===== src/rtl/stopwatch_pkg.sv =====
// stopwatch_pkg: shared state encoding, BCD limit and load sanitiser for the stopwatch
package stopwatch_pkg;
  typedef enum logic [1:0] {IDLE = 2'd0, RUN = 2'd1, PAUSED = 2'd2, LAP = 2'd3} state_t;
  localparam logic [3:0] BCD_MAX = 4'd9;
  function automatic logic [3:0] bcd_clamp(input logic [3:0] v);
    return (v > BCD_MAX) ? BCD_MAX : v;
  endfunction
endpackage


===== src/rtl/bcd_digit.sv =====
// bcd_digit: one up/down BCD digit with clear, load and step
// ports: clk, BTNU (sync reset), clr, ld/ld_val, step, dir in; q digit and term (at 9 up / 0 down) out
module bcd_digit
  import stopwatch_pkg::*;
(
  input  logic       clk,
  input  logic       BTNU,
  input  logic       clr,
  input  logic       ld,
  input  logic [3:0] ld_val,
  input  logic       step,
  input  logic       dir,
  output logic [3:0] q,
  output logic       term
);
  logic [3:0] q_q, q_d;
  always_comb q_d = dir ? ((q_q == 4'd0) ? BCD_MAX : q_q - 4'd1)
                        : ((q_q == BCD_MAX) ? 4'd0 : q_q + 4'd1);
  always_ff @(posedge clk) begin
    if (BTNU || clr) q_q <= 4'd0;
    else if (ld) q_q <= ld_val;
    else if (step) q_q <= q_d;
  end
  assign q    = q_q;
  assign term = dir ? (q_q == 4'd0) : (q_q == BCD_MAX);
endmodule


===== src/rtl/bcd_stopwatch_core.sv =====
// bcd_stopwatch_core: N-digit BCD stopwatch with up/down count, pause, lap hold and preload
// ports: clk, BTNU (sync reset), en, start_stop/lap/load pulses, dir, load_val in;
//        count, display, carry, running, state out
module bcd_stopwatch_core
  import stopwatch_pkg::*;
#(
  parameter int DIGITS   = 4,
  parameter int TICK_DIV = 100000,
  parameter int WRAP     = 1
) (
  input  logic              clk,
  input  logic              BTNU,
  input  logic              en,
  input  logic              start_stop,
  input  logic              lap,
  input  logic              dir,
  input  logic              load,
  input  logic [4*DIGITS-1:0] load_val,
  output logic [4*DIGITS-1:0] count,
  output logic [4*DIGITS-1:0] display,
  output logic              carry,
  output logic              running,
  output logic [1:0]        state
);
  localparam int W  = 4 * DIGITS;
  localparam int PW = (TICK_DIV > 1) ? $clog2(TICK_DIV) : 1;
  localparam bit WRAP_EN = (WRAP != 0);
  state_t          state_q;
  logic [PW-1:0]   presc_q;
  logic [W-1:0]    lap_q, count_w;
  logic            carry_q;
  logic [DIGITS-1:0] term;
  logic [DIGITS:0]   chain;
  logic active, tick, leave, ld_ok, all_term, sat, adv;
  assign active   = (state_q == RUN) || (state_q == LAP);
  assign tick     = active && (presc_q == PW'(TICK_DIV - 1));
  assign leave    = start_stop && active;
  assign ld_ok    = load && !active;
  assign all_term = &term;
  // saturating build stops on the terminal value instead of stepping into the wrap
  assign sat      = tick && all_term && !WRAP_EN;
  // a start_stop that leaves RUN/LAP swallows the coinciding tick
  assign adv      = tick && !leave && !sat;
  assign chain[0] = adv;
  genvar g;
  generate
    for (g = 0; g < DIGITS; g++) begin : g_dig
      assign chain[g+1] = chain[g] && term[g];
      bcd_digit u_dig (
        .clk    (clk),
        .BTNU   (BTNU),
        .clr    (!en),
        .ld     (ld_ok),
        .ld_val (bcd_clamp(load_val[4*g +: 4])),
        .step   (chain[g]),
        .dir    (dir),
        .q      (count_w[4*g +: 4]),
        .term   (term[g])
      );
    end
  endgenerate
  always_ff @(posedge clk) begin
    if (BTNU || !en) begin
      state_q <= IDLE;
      presc_q <= '0;
      lap_q   <= '0;
      carry_q <= 1'b0;
    end else if (ld_ok) begin
      carry_q <= 1'b0;
    end else if (leave) begin
      state_q <= PAUSED;
      carry_q <= 1'b0;
    end else begin
      carry_q <= adv && all_term;
      presc_q <= start_stop ? '0 : (active ? (tick ? '0 : presc_q + PW'(1)) : presc_q);
      if (start_stop) state_q <= RUN;
      else if (sat) state_q <= PAUSED;
      else if (lap && state_q == RUN) begin
        state_q <= LAP;
        lap_q   <= count_w;
      end else if (lap && state_q == LAP) state_q <= RUN;
    end
  end
  assign count   = count_w;
  assign display = (state_q == LAP) ? lap_q : count_w;
  assign carry   = carry_q;
  assign running = active;
  assign state   = state_q;
endmodule

===== config.mk =====
export PLATFORM = sky130hd
export DESIGN_NAME = bcd_stopwatch_core
export DESIGN_NICKNAME = d
export VERILOG_FILES = /design/src/rtl/stopwatch_pkg.sv /design/src/rtl/bcd_digit.sv /design/src/rtl/bcd_stopwatch_core.sv
export SDC_FILE = /design/constraint.sdc
export NUM_CORES = 1
export LEC_CHECK = 0
export BUFFER_PORTS_ARGS = -buffer_cell sky130_fd_sc_hd__buf_2
export CAP_MARGIN = 20
export CORE_MARGIN = 8
export CORE_UTILIZATION = 45
export CTS_CLUSTER_DIAMETER = 60
export DETAILED_ROUTE_END_ITERATION = 8
export PLACE_DENSITY = 0.7
export SYNTH_ARGS = -nofsm -noshare
export SYNTH_HDL_FRONTEND = slang
export SYNTH_SLANG_ARGS = --single-unit

===== constraint.sdc =====
create_clock -name clk -period 3.8 [get_ports clk]
set_input_delay 0.76 -clock clk [delete_from_list [all_inputs] [get_ports clk]]
set_output_delay 0.76 -clock clk [all_outputs]
set_load 0.02 [all_outputs]

==> results.sh <==
export IMPL_ys_warn_count=0
export IMPL_hold_viol=0
export IMPL_timing_critical_path_to_type="output port"
export IMPL_drive_above_1_share=0.202
export IMPL_grt_util_all_layers=0.163
export IMPL_power_density_mw_per_mm2=311
export IMPL_final_critical_path_time_including_i_o_delays_and_setup_ns=2.81
export IMPL_placeableCoreArea_sq_mm=0.00683
export IMPL_timing_slew_headroom=0.363
export IMPL_post_synth_mux_area_share=0.0853
export IMPL_post_cts_setup_buffer_count=0
export IMPL_vias_per_cell=5.60
export IMPL_gp_routability_congestion=0.910
export IMPL_clock_skew_ns=0.00837
export IMPL_floorplan_rows=30
export IMPL_cts_inserted_buffers=5
export IMPL_post_synth_and_or_nand_nor_area_fraction=0.285
export IMPL_hold_buffers_post_cts=0
export IMPL_grt_setup_unrepaired="false"
export IMPL_asyncSetResetFlopFracSynth=0
export IMPL_nNetsFinal=480
export IMPL_setup_tns_final_ns=0
export IMPL_die_h_microns=100
export IMPL_num_antenna_cells=0
export IMPL_number_of_pins_with_negative_max_slew_slack_in_the_final_report=0
export IMPL_p_int_uw=808
export IMPL_yosys_most_used_dff="dfxtp_1"
export IMPL_pwr_share_comb=0.141
export IMPL_grt_antenna_before_repair=0
export IMPL_timing_setup_critical_path_class="register to output port"
export IMPL_wl_mm=8.32
export IMPL_synth_edff_count=0
export IMPL_synth_compound_area_share=0.204
export IMPL_result_of_the_run="finished, final reports clean"
export IMPL_route_antenna_remaining_nets=0
export IMPL_wirelength_per_cell_microns=15.1
export IMPL_period_share=0.739
export IMPL_synth_cell_types=56
export IMPL_cts_buffer_depth=2
export IMPL_area_occupied_by_multi_input_gates_sq_mm=0.00199
export IMPL_setup_worst_path_start_class="register"
export IMPL_regArea_sq_mm=0.00104
export IMPL_max_slew_worst_pin_slew_ns=0.953
export IMPL_number_of_optimization_iterations_in_the_first_detailed_route_pass=5
export IMPL_ctsResizeCount=0
export IMPL_synth_xor_area_share=0.0411
export IMPL_grt_overflow_total=0
export IMPL_hpwlAfterDp_mm=6.01
export IMPL_fill_cells=709
export IMPL_grt_max_degree=26
export IMPL_worst_ir_drop_on_vdd_v=0.000161
export IMPL_die_w_microns=100
export IMPL_drv_cap=0
export IMPL_synth_top_family_by_area="simple AND/OR/NAND/NOR gates"
export IMPL_synth_adder_area_share=0.00783
export IMPL_floorplan_io_pins=59
export IMPL_synthesis_nets=449
export IMPL_dieArea_sq_mm=0.0101
export IMPL_vias_in_the_first_global_route=2785
export IMPL_pwr_share_seq=0.515
export IMPL_cts_htree_levels=2
export IMPL_area_growth_synth_to_final_pct=12.2
export IMPL_net_switching_component_of_the_power_uw=309
export IMPL_synthesis_instances=424
export IMPL_final_number_of_setup_violating_endpoints=0
export IMPL_grt_first_pass_wirelength_mm=13.5
export IMPL_floorplan_initialDensity=0.468
export IMPL_critical_path_max_fanout=16
export IMPL_postSynthRegisterBits=52
export IMPL_dr_first_iter_drc_count=168
export IMPL_worst_skew_pair_late_latency_ns=0.30
export IMPL_layout_cell_area_non_filler_sq_mm=0.00359
export IMPL_netSwitchingFraction=0.276
export IMPL_fmax_mhz=356
export IMPL_worst_ep_required_time_ns=3.04
export IMPL_syn_area_per_cell_sq_um=7.54
export IMPL_hold_class="register to register"
export IMPL_placed_cell_area_sq_mm=0.00347
export IMPL_power_leakage_nw=1.35
export IMPL_mappedNetlistArea_sq_mm=0.00320
export IMPL_clock_slew_at_reported_path_ffs_ns=0.10
export IMPL_port_buffers=58
export IMPL_tritoncts_clock_tree="done"
export IMPL_clock_tree_root_cell="clkbuf_8"
export IMPL_drc=0
export IMPL_synth_yosys_seq_area_share=0.326
export IMPL_power_share_clock=0.343
export IMPL_vias=3090
export IMPL_cts_sinks=52
export IMPL_worst_endpoint_arrival_ns=2.05
## per-stage QoR
step / setup WS (ns) / utilization / power, mW / hold slack, ns / cells
global route: 0.844 / 0.525 / 1.17 / 0.481 / 552
detailed placement: 1.07 / 0.509 / 0.745 / 0.447 / 544
CTS: 0.968 / 0.525 / 1.13 / 0.461 / 552
global placement: 1.14 / 0.509 / 0.743 / 0.440 / 544
floorplan: 1.37 / - / 0.696 / 0.434 / 424
finish: 0.990 / 0.525 / 1.12 / 0.462 / 552
## kinds of logic (layout without fill, tap and decap cells)
group,count (synthesis),count (layout)
xor+xnor,15,15
flops,52,52
fa+ha+maj,2,2
simple gates,180,180
compound gates,109,109
mux,25,25
buf+inv,41,73
## Yosys cell counts, types with 2 or more instances
cell | instances | share of area
a211oi_1 | 4 | 0.0094
a21oi_1 | 49 | 0.077
a311oi_1 | 2 | 0.0055
a31oi_1 | 2 | 0.0039
a32oi_1 | 2 | 0.0055
and3_1 | 2 | 0.0039
and3b_1 | 3 | 0.0082
and4_1 | 2 | 0.0055
buf_1 | 2 | 0.0023
clkbuf_1 | 31 | 0.036
dfxtp_1 | 52 | 0.33
ha_1 | 2 | 0.0078
inv_1 | 6 | 0.0070
mux2_2 | 18 | 0.063
mux2i_1 | 7 | 0.022
nand2_1 | 52 | 0.061
nand2b_1 | 8 | 0.016
nand3_1 | 12 | 0.019
nand3b_1 | 8 | 0.019
nand4_1 | 5 | 0.0098
nor2_1 | 49 | 0.058
nor2b_1 | 9 | 0.018
nor3_1 | 11 | 0.017
nor3b_1 | 3 | 0.0070
nor4_1 | 2 | 0.0039
o211ai_1 | 7 | 0.016
o21ai_0 | 25 | 0.039
o31ai_1 | 4 | 0.0094
or3_1 | 4 | 0.0078
or4_1 | 2 | 0.0047
xnor2_1 | 7 | 0.019
xor2_1 | 8 | 0.022
## power groups by stage
| stage | clock network, mW | logic (mW) | registers [mW] |
|---|---|---|---|
| after floorplan | 0 | 0.116 | 0.580 |
| after global placement | 0 | 0.155 | 0.588 |
| after detailed placement | 0 | 0.157 | 0.588 |
| after CTS | 0.395 | 0.158 | 0.576 |
| after global routing | 0.414 | 0.175 | 0.579 |
| final | 0.383 | 0.158 | 0.576 |
## final cells by class
| class | count | area share |
|---|---|---|
| clock buffer | 5 | 0.0192 |
| clock inverter | 3 | 0.0119 |
| inverter | 6 | 0.00628 |
| multi-input combinational | 331 | 0.556 |
| sequential | 52 | 0.290 |
| tap | 96 | 0.0335 |
| timing repair buffer | 59 | 0.0830 |
## routing by layer
metal	GRT usage	up-vias	share of wire	wire, microns
met4	0.0314	0	0.0044	37
met1	0.213	1450	0.48	3970
met5	0	-	0	0
li1	-	1556	-	-
met2	0.269	82	0.47	3900
met3	0.0339	2	0.049	405
## worst max-delay path, cell delays in order, from the launching register on
cell and delay [ns]:
dfxtp_1 0.59, nand2_1 0.53, mux2_2 0.46, buf_2 0.16
## path summary, 6_finish.rpt
kind | startpoint | end | slack, ns | cells after the start
setup / recovery | state[0] | display[13] | 0.99 | 3
setup reg to reg | presc_q[5] | g_dig[1].u_dig.q[1] | 1.08 | 6
hold / removal | lap_q[11] | lap_q[11] | 0.46 | 2
hold reg to reg | lap_q[11] | lap_q[11] | 0.46 | 2
## flip-flops by register name, indices dropped and copies added, names as in the netlist
name and flops:
carry 1, lap_q 16, state 2, presc_q 17, g_dig.u_dig.q 16
## placed cells by master (no fill, tap or decap), types with 2 or more instances in the layout
cell type	n
o21ai_0	25
a31oi_1	2
nand3b_1	8
o31ai_1	4
mux2i_1	7
nand4_1	5
a21oi_1	49
buf_2	58
dfxtp_1	52
nand2b_1	8
clkbuf_8	5
xnor2_1	7
nor3_1	11
and3b_1	3
or4_1	2
xor2_1	8
nor4_1	2
mux2_2	18
inv_1	6
nand2_1	52
and4_1	2
nor3b_1	3
ha_1	2
a32oi_1	2
or3_1	4
and3_1	2
nor2_1	49
a211oi_1	4
a311oi_1	2
o211ai_1	7
nand3_1	12
nor2b_1	9
Note: power is estimated with default switching activity, not from simulation.
